$ cat config.mk
export PLATFORM = sky130hd
export DESIGN_NAME = ped_crossing_ctrl
export DESIGN_NICKNAME = d
export VERILOG_FILES = /design/src/rtl/traffic_pkg.sv /design/src/rtl/btn_debounce.sv /design/src/rtl/ped_crossing_ctrl.sv
export SDC_FILE = /design/constraint.sdc
export NUM_CORES = 1
export LEC_CHECK = 0
export ABC_AREA = 1
export CAP_MARGIN = 20
export CORE_ASPECT_RATIO = 0.5
export CORE_UTILIZATION = 55
export CTS_BUF_LIST = sky130_fd_sc_hd__clkbuf_4 sky130_fd_sc_hd__clkbuf_8
export CTS_CLUSTER_DIAMETER = 60
export DETAILED_ROUTE_END_ITERATION = 8
export HOLD_SLACK_MARGIN = 0.02
export PLACE_DENSITY = 0.72
export SETUP_SLACK_MARGIN = 0.5
export SLEW_MARGIN = 20
export SYNTH_ARGS = -nofsm -noshare
export SYNTH_HDL_FRONTEND = slang
export SYNTH_HIERARCHICAL = 1
export SYNTH_SLANG_ARGS = --single-unit
$ cat constraint.sdc
create_clock -name sys_clk -period 4.08 [get_ports sys_clk]
set_input_delay 1.02 -clock sys_clk [delete_from_list [all_inputs] [get_ports sys_clk]]
set_output_delay 1.02 -clock sys_clk [all_outputs]
set_load 0.02 [all_outputs]
$ cat src/rtl/traffic_pkg.sv
// -----------------------------------------------------------------------------
// traffic_pkg
// Shared types and LED codes for the pedestrian crossing controller.
//   state_e  : controller state (GREEN, YELLOW, WALK, CLEAR)
//   CAR_*    : active-low, one-cold car light codes
//   PED_*    : active-low pedestrian light codes (bit0 walk, bit1 don't-walk)
// -----------------------------------------------------------------------------
package traffic_pkg;

    typedef enum logic [1:0] {
        GREEN  = 2'd0,
        YELLOW = 2'd1,
        WALK   = 2'd2,
        CLEAR  = 2'd3
    } state_e;

    localparam logic [2:0] CAR_GREEN  = 3'b110;
    localparam logic [2:0] CAR_YELLOW = 3'b101;
    localparam logic [2:0] CAR_RED    = 3'b011;

    localparam logic [1:0] PED_WALK   = 2'b10;
    localparam logic [1:0] PED_DONT   = 2'b01;
    // Clearance phase, flash "on" half: walk and don't-walk both lit.
    localparam logic [1:0] PED_BOTH   = 2'b00;

    function automatic logic [2:0] car_code(input state_e s);
        logic [2:0] code;
        code = CAR_RED;
        case (s)
            GREEN:   code = CAR_GREEN;
            YELLOW:  code = CAR_YELLOW;
            default: code = CAR_RED;
        endcase
        return code;
    endfunction

endpackage

$ cat src/rtl/btn_debounce.sv
// -----------------------------------------------------------------------------
// btn_debounce
// Synchronises a raw active-low push-button, debounces it and emits a single
// one-cycle press pulse on each debounced 1->0 transition.
//   sys_clk   in   system clock
//   sys_rst_n in   asynchronous active-low reset
//   btn_n     in   raw button, active-low, asynchronous, bouncy
//   level     out  debounced button level (idle 1)
//   press     out  one-cycle pulse, registered, one cycle after level falls
// -----------------------------------------------------------------------------
module btn_debounce #(
    parameter int unsigned DEB_TICKS = 320_000
) (
    input  logic sys_clk,
    input  logic sys_rst_n,
    input  logic btn_n,
    output logic level,
    output logic press
);

    localparam int CW = (DEB_TICKS > 1) ? $clog2(DEB_TICKS) : 1;
    localparam logic [CW-1:0] CNT_LAST = CW'(DEB_TICKS - 1);

    logic [1:0]    sync_q,       sync_d;
    logic [CW-1:0] cnt_q,        cnt_d;
    logic          level_q,      level_d;
    logic          level_prev_q, level_prev_d;
    logic          press_q,      press_d;

    // NOTE: every signal written here gets a default first, so no path through
    // the block can leave it unassigned and infer a latch.
    always_comb begin
        sync_d       = {sync_q[0], btn_n};
        cnt_d        = cnt_q;
        level_d      = level_q;
        if (sync_q[1] == level_q) begin
            cnt_d = '0;
        end else if (cnt_q == CNT_LAST) begin
            // Mismatch has persisted for DEB_TICKS cycles: accept it.
            level_d = sync_q[1];
            cnt_d   = '0;
        end else begin
            cnt_d = cnt_q + CW'(1);
        end
        level_prev_d = level_q;
        press_d      = level_prev_q & ~level_q;
    end

    // NOTE: sequential state uses non-blocking assignments so every flop
    // samples the pre-edge values, independent of statement order.
    always_ff @(posedge sys_clk or negedge sys_rst_n) begin
        if (!sys_rst_n) begin
            sync_q       <= 2'b11;
            cnt_q        <= '0;
            level_q      <= 1'b1;
            level_prev_q <= 1'b1;
            press_q      <= 1'b0;
        end else begin
            sync_q       <= sync_d;
            cnt_q        <= cnt_d;
            level_q      <= level_d;
            level_prev_q <= level_prev_d;
            press_q      <= press_d;
        end
    end

    assign level = level_q;
    assign press = press_q;

endmodule

$ cat src/rtl/ped_crossing_ctrl.sv
// -----------------------------------------------------------------------------
// ped_crossing_ctrl
// Pedestrian-request traffic controller. Latches debounced button presses and
// sequences car light GREEN -> YELLOW -> (ped WALK) -> (ped CLEAR) -> GREEN,
// timed by a 1 s prescaler tick and a per-state seconds counter.
//   sys_clk   in   system clock
//   sys_rst_n in   asynchronous active-low reset
//   ped_btn_n in   raw pedestrian button, active-low, asynchronous, bouncy
//   car_led   out  [2:0] car light, active-low one-cold (110 G, 101 Y, 011 R)
//   ped_led   out  [1:0] pedestrian light, active-low (bit0 walk, bit1 don't)
//   req_led   out  active-low, 0 while a request is latched
// All outputs are registered and decoded from the next state so they change
// on the same edge as the state register.
// -----------------------------------------------------------------------------
module ped_crossing_ctrl
    import traffic_pkg::*;
#(
    parameter int unsigned SEC_TICKS   = 32_000_000,
    parameter int unsigned DEB_TICKS   = 320_000,
    parameter int unsigned GREEN_MIN_S = 5,
    parameter int unsigned YELLOW_S    = 2,
    parameter int unsigned WALK_S      = 6,
    parameter int unsigned CLEAR_S     = 3
) (
    input  logic       sys_clk,
    input  logic       sys_rst_n,
    input  logic       ped_btn_n,
    output logic [2:0] car_led,
    output logic [1:0] ped_led,
    output logic       req_led
);

    localparam int PW = (SEC_TICKS > 1) ? $clog2(SEC_TICKS) : 1;
    localparam logic [PW-1:0] PRESC_LAST = PW'(SEC_TICKS - 1);
    localparam logic [PW-1:0] PRESC_HALF = PW'(SEC_TICKS / 2);

    logic       deb_level;
    logic       press_evt;

    state_e     state_q,   state_d;
    logic [PW-1:0] presc_q, presc_d;
    logic [7:0] sec_q,     sec_d;
    logic       req_q,     req_d;
    logic [2:0] car_led_q, car_led_d;
    logic [1:0] ped_led_q, ped_led_d;
    logic       req_led_q, req_led_d;

    logic       tick;
    logic       state_chg;

    btn_debounce #(
        .DEB_TICKS (DEB_TICKS)
    ) u_btn_debounce (
        .sys_clk   (sys_clk),
        .sys_rst_n (sys_rst_n),
        .btn_n     (ped_btn_n),
        .level     (deb_level),
        .press     (press_evt)
    );

    assign tick = (presc_q == PRESC_LAST);

    always_comb begin
        state_d = state_q;
        case (state_q)
            GREEN:  if (sec_q >= 8'(GREEN_MIN_S) && req_q)        state_d = YELLOW;
            YELLOW: if (tick && sec_q == 8'(YELLOW_S - 1))        state_d = WALK;
            WALK:   if (tick && sec_q == 8'(WALK_S - 1))          state_d = CLEAR;
            CLEAR:  if (tick && sec_q == 8'(CLEAR_S - 1))         state_d = GREEN;
            default:                                              state_d = GREEN;
        endcase

        state_chg = (state_d != state_q);

        // Prescaler and seconds restart on every state change so each timed
        // state lasts an exact multiple of SEC_TICKS cycles.
        presc_d = (state_chg || tick) ? '0 : presc_q + PW'(1);
        if (state_chg) begin
            sec_d = '0;
        end else if (tick && sec_q != 8'hFF) begin
            sec_d = sec_q + 8'd1;
        end else begin
            sec_d = sec_q;
        end

        // Clear on WALK entry has priority over a coincident press.
        if (state_d == WALK && state_q != WALK) begin
            req_d = 1'b0;
        end else if (press_evt && state_q != WALK) begin
            req_d = 1'b1;
        end else begin
            req_d = req_q;
        end

        car_led_d = car_code(state_d);
        case (state_d)
            WALK:    ped_led_d = PED_WALK;
            // presc_d is what presc_q will hold alongside this LED value.
            CLEAR:   ped_led_d = (presc_d < PRESC_HALF) ? PED_BOTH : PED_DONT;
            default: ped_led_d = PED_DONT;
        endcase
        req_led_d = ~req_d;
    end

    always_ff @(posedge sys_clk or negedge sys_rst_n) begin
        if (!sys_rst_n) begin
            state_q   <= GREEN;
            presc_q   <= '0;
            sec_q     <= '0;
            req_q     <= 1'b0;
            car_led_q <= CAR_GREEN;
            ped_led_q <= PED_DONT;
            req_led_q <= 1'b1;
        end else begin
            state_q   <= state_d;
            presc_q   <= presc_d;
            sec_q     <= sec_d;
            req_q     <= req_d;
            car_led_q <= car_led_d;
            ped_led_q <= ped_led_d;
            req_led_q <= req_led_d;
        end
    end

    assign car_led = car_led_q;
    assign ped_led = ped_led_q;
    assign req_led = req_led_q;

endmodule

* After elaboration in Yosys (flattened, before gate mapping)
Cells that the tools add are included.
Storage, ports and cells: bits in registers 66, input bits 3
Cells by class: bitwise logic cells 4, add/subtract/negate cells 3, magnitude comparators 2, equality and inequality tests 15, multiplexer cells 15, reductions and logical operators 12
Operators with widths (count):
- 19-bit 2-to-1 mux | 2
- 25-bit by 1-bit adder with 25-bit output, second input constant | 1
- 25-bit equality test, second input constant | 1
- 25-bit by 24-bit < comparator with 1-bit output, second input constant | 1
- 25-bit 2-to-1 mux | 1
- 19-bit by 1-bit adder with 19-bit output, second input constant | 1
- 19-bit equality test, second input constant | 1
- 8-bit 2-to-1 mux | 2
- 8-bit by 1-bit adder with 8-bit output, second input constant | 1
- 2-bit equality test, second input constant | 4
- 8-bit by 1-bit equality test with 1-bit output, second input constant | 1
- 8-bit by 2-bit equality test with 1-bit output, second input constant | 1
- 8-bit by 3-bit equality test with 1-bit output, second input constant | 1
- 8-bit by 3-bit greater-or-equal comparator with 1-bit output, second input constant | 1
- 2-bit 2-to-1 mux | 4
- 8-bit != test, second input constant | 1
- 2-bit one-hot mux with 4 select lines | 1
- 1-bit logical AND | 7
- 3-bit one-hot mux with 2 select lines | 1
- 2-bit by 1-bit equality test with 1-bit output, second input constant | 2
- 2-bit zero test | 2
- 2-bit one-hot mux with 2 select lines | 1
- 1-bit 2-to-1 mux | 3
- 1-bit NOT | 3
- other kinds (7) | 7

* Longest topological paths before layout
depth after elaboration 10, depth in mapped cells 18, depth with buffers taken out 18

* Hierarchy
Netlist, hierarchy kept.
By module, submodules not included:
- ped_crossing_ctrl | cells each 329, area an instance 2551.2 µm², instances 1
- btn_debounce | cells each 142, area an instance 1209.9 µm², instances 1

* Worst setup path before layout
OpenSTA, ideal clock, no wires.
path kind register -> register, from register presc_q[0], to register ped_led_q[0], in the netlist ped_led[0], data required time 4.012 ns, stages on the path, launching flop included 15, library setup time 0.068 ns, arrival 1.865 ns, buffers on the path 0, slack 2.147 ns, clock period less this slack 1.933 ns, cells stage by stage dfrtp_1 > ha_1 > nand2_1 > nor2_4 > nand2_4 > nor2_4 > and2_4 > nand3_1 > o21ai_1 > inv_2 > nand4_2 > or2_0 > nor2_1 > nand2_1 > a21oi_2
Between the ends: word-level cells in the longest chain between the ends 10, elaborated cells on any way between the ends 17
RTL lines:
- start, declared | line ped_crossing_ctrl.sv:41 | logic [PW-1:0] presc_q, presc_d;
- start signal, assigned | line ped_crossing_ctrl.sv:116 | presc_q <= presc_d;
- 25-bit equality test | line ped_crossing_ctrl.sv:61 | assign tick = (presc_q == PRESC_LAST);
- 1-bit logical AND (on tied branches) | line ped_crossing_ctrl.sv:69, ped_crossing_ctrl.sv:67, ped_crossing_ctrl.sv:68
- 2-bit 2-to-1 mux (on tied branches) | line ped_crossing_ctrl.sv:69, ped_crossing_ctrl.sv:67, ped_crossing_ctrl.sv:68
- 2-bit one-hot mux with 4 select lines | line ped_crossing_ctrl.sv:65 | case (state_q)
- 2-bit != test | line ped_crossing_ctrl.sv:73 | state_chg = (state_d != state_q);
- 1-bit logical OR | line ped_crossing_ctrl.sv:77 | presc_d = (state_chg || tick) ? '0 : presc_q + PW'(1);
- 25-bit 2-to-1 mux | line ped_crossing_ctrl.sv:77
- 25-bit by 24-bit < comparator with 1-bit output | line ped_crossing_ctrl.sv:99 | CLEAR: ped_led_d = (presc_d < PRESC_HALF) ? PED_BOTH : PED_DONT;
- 1-bit 2-to-1 mux | line ped_crossing_ctrl.sv:99
- 2-bit one-hot mux with 2 select lines (*) | line ped_crossing_ctrl.sv:96 | case (state_d)
- named net ped_led_d[0] | line ped_crossing_ctrl.sv:45 | logic [1:0] ped_led_q, ped_led_d;
- end signal, assigned | line ped_crossing_ctrl.sv:120 | ped_led_q <= ped_led_d;
- end, declared | line ped_crossing_ctrl.sv:45
Mark *: on every way through the listed nets, which the timed path passes. The rest lies on a longest branch. A chain may end at the register's enable or synchronous reset.

* Final worst setup path
from register ped_led_q[0], in the netlist ped_led[0], to output ped_led[0]
RTL lines:
- end, declared | line ped_crossing_ctrl.sv:29 | output logic [1:0] ped_led,
No word-level cell between the ends.

==> flow_summary.toml <==
[sta]
max-slew-margin-rel_pct = 60.4
slew_viol_final = 0
rsz0062_at_grt = "false"
setup_viol = 0
holdWs_ns = 0.359
tightest_slew_ns = 0.595
final.setup.tns_ns = 0
fmax_mhz = 404
min_period_ns = 2.48
hold_violations = 0
fin_crit_sh_pct = 60.7
finalClockSkew_ns = 0.00906

[power_and_ir_drop]
p_leak_nw = 1.94
powerDensity_mw_per_mm2 = 296
ir_drop_v = 0.000216

[routing]
routed_wirelength_um = 7100
wl_met1_um = 3660
vias = 2907
dr.pass1.iters = 7
drt_iter0_drc = 151
routed.top_layer = "met4"
met2_length_um = 3080
avgRoutedWirePerCell_um = 12.2
antenna_left = 0
drc = 0
dr_wl_met3_um = 267
via_per_inst = 4.99

[global_routing]
overflow = 0
gr-usage-all-layers_pct = 22.0
grt_pass1_wl_um = 12000
grt_pass1_vias = 2629
grt_antenna_before_repair = 0
grt_start_max_net_pins = 29

[synthesis]
synth_edf_count = 0
ys.flop_type = "dfrtp_1"
synth_cells = 471
async_flop_share_pct = 100
yosys.cell_types.count = 36
synth-seq-cells = 66
syn-num-nets = 480
yosysWarningCount = 6
ys_seq_area_share_pct = 44.2
synth_area_per_cell_um2 = 7.99
syn_area_mm2 = 0.00376

[floorplan]
die_height_um = 60.5
die_area_mm2 = 0.00719
core_mm2 = 0.00633
placementRows = 20
die_w_um = 119
ios = 9
initial_utilization_pct = 59.4

[layout]
diodes = 0
drive_gt1_share_pct = 14.3
syn2layout_area_growth_pct = 10.3
final_core_util_pct = 65.5
fin_cells = 583
final_common_cell = "nor2_1"
layout_common_cells = "nor2_1 (94), nand2_1 (84), inv_1 (61)"
final_nets = 500

[setup_path]
slowest_stage = "clkdlybuf4s50_1"
cpPeakStageDelay_ns = 0.60
crit_family = "buffers and inverters"
reg2reg_depth = 14
cp.depth = 1
worst_setup_path_end_kind = "output pin"
crit_path_start_kind = "register"
path_buf_inv = 1
worstPathMaxFanout = 1
critPathArrivalTime_ns = 1.46
required_ns = 3.06
cp_cell_sequence = "clkdlybuf4s50_1"
crit_type = "reg -> out"

[clocking]
clock_sinks = 66
root_buffer = "clkbuf_8"
post_cts_resized = 0
clk_pin_slew_ns = 0.07
clockBufferDepth = 2
ctsHoldBuffers = 0
cts_made_buffers = 9
clk_latency_ns = 0.34
post_cts.repair.setup_buffers = 0
cts_tree = "done"
htreeDepth = 3

[place]
routabilityCongestion = 0.949
hpwl_um = 5310
numPlacedInstances = 568
io_buffers = 8

[min_path]
hold_path.class = "reg -> reg"
whs_path_depth = 0

[status]
outcome = "completed"

[run]
drv_cap = 0
## kinds of logic after synthesis
| kind of cell | after synthesis | synth area share (%) |
|---|---|---|
| xor+xnor | 30 | 7.19 |
| fa+ha+maj | 6 | 2.00 |
| simple gates | 277 | 36.2 |
| flops | 66 | 44.2 |
| compound gates | 23 | 3.53 |
| buf+inv | 69 | 6.95 |
## synthesized netlist by cell type (2+ instances only)
| master | number | area share, % |
|---|---|---|
| nor2_1 | 94 | 9.4 |
| nand2_1 | 84 | 8.4 |
| inv_1 | 61 | 6.1 |
| dfrtp_1 | 58 | 39 |
| nand3_1 | 31 | 4.1 |
| xor2_1 | 20 | 4.7 |
| nand4_1 | 14 | 2.3 |
| nor3_1 | 12 | 1.6 |
| nand2_2 | 11 | 1.8 |
| xnor2_1 | 9 | 2.1 |
| dfstp_2 | 8 | 5.6 |
| nor2_4 | 8 | 2.4 |
| a21oi_1 | 7 | 0.93 |
| ha_1 | 6 | 2.0 |
| inv_2 | 6 | 0.60 |
| o21ai_0 | 5 | 0.67 |
| nand2_4 | 4 | 1.2 |
| nor2_2 | 4 | 0.67 |
| nor3b_1 | 4 | 0.80 |
| o21ai_1 | 4 | 0.53 |
| o21bai_1 | 3 | 0.60 |
| nand3_2 | 2 | 0.53 |
| nand3_4 | 2 | 0.93 |
| nor3_2 | 2 | 0.53 |
## registers in the layout, indices dropped and copies added, names as in the netlist
name,flops
u_btn_debounce/cnt_q,19
req_led,1
u_btn_debounce/level,1
presc_q,25
ped_led,2
u_btn_debounce/sync_q,2
u_btn_debounce/level_prev_q,1
state_q,2
car_led,3
sec_q,8
u_btn_debounce/press,1
req_q,1
## path summary, 6_finish.rpt
kind,startpoint,to,slack [ns]
max in group asynchronous,sys_rst_n,req_led,2.63
min in group asynchronous,sys_rst_n,u_btn_debounce/cnt_q[0],0.68
min,u_btn_debounce/sync_q[0],u_btn_debounce/sync_q[1],0.36
max,ped_led[0],ped_led[0],1.60
max reg2reg,sec_q[1],ped_led[0],1.84
min reg2reg,u_btn_debounce/sync_q[0],u_btn_debounce/sync_q[1],0.36
## metal layers
layer / GRT usage (%) / vias to the layer above
met2: 35.8 / 48
met1: 28.9 / 1337
met3: 6.58 / 11
met5: 0 / -
li1: - / 1511
met4: 7.41 / 0
## area by class of cell
cell class	instances	area [um^2]
fillers	542	2180
flip-flops and latches	66	1660
well taps	88	110
clock buffers	12	153
clock inverters	3	40.0
inverters	68	256
multi-input cells	336	1840
repair buffers	10	90.1
## through the flow
step,area (um^2),setup slack [ns],power (mW)
floorplan,3760,2.15,0.681
global placement,3960,1.91,0.699
detailed placement,3960,1.84,0.699
CTS,4150,1.58,1.25
global route,4150,1.55,1.27
finish,4150,1.60,1.23
## power by group
part	total [mW]	switching (mW)	internal, mW
combinational	0.0248	0.0190	0.00574
clock	0.541	0.233	0.307
sequential	0.661	0.00252	0.659
total	1.23	0.255	0.972
Power figures use the tool's default switching activity.
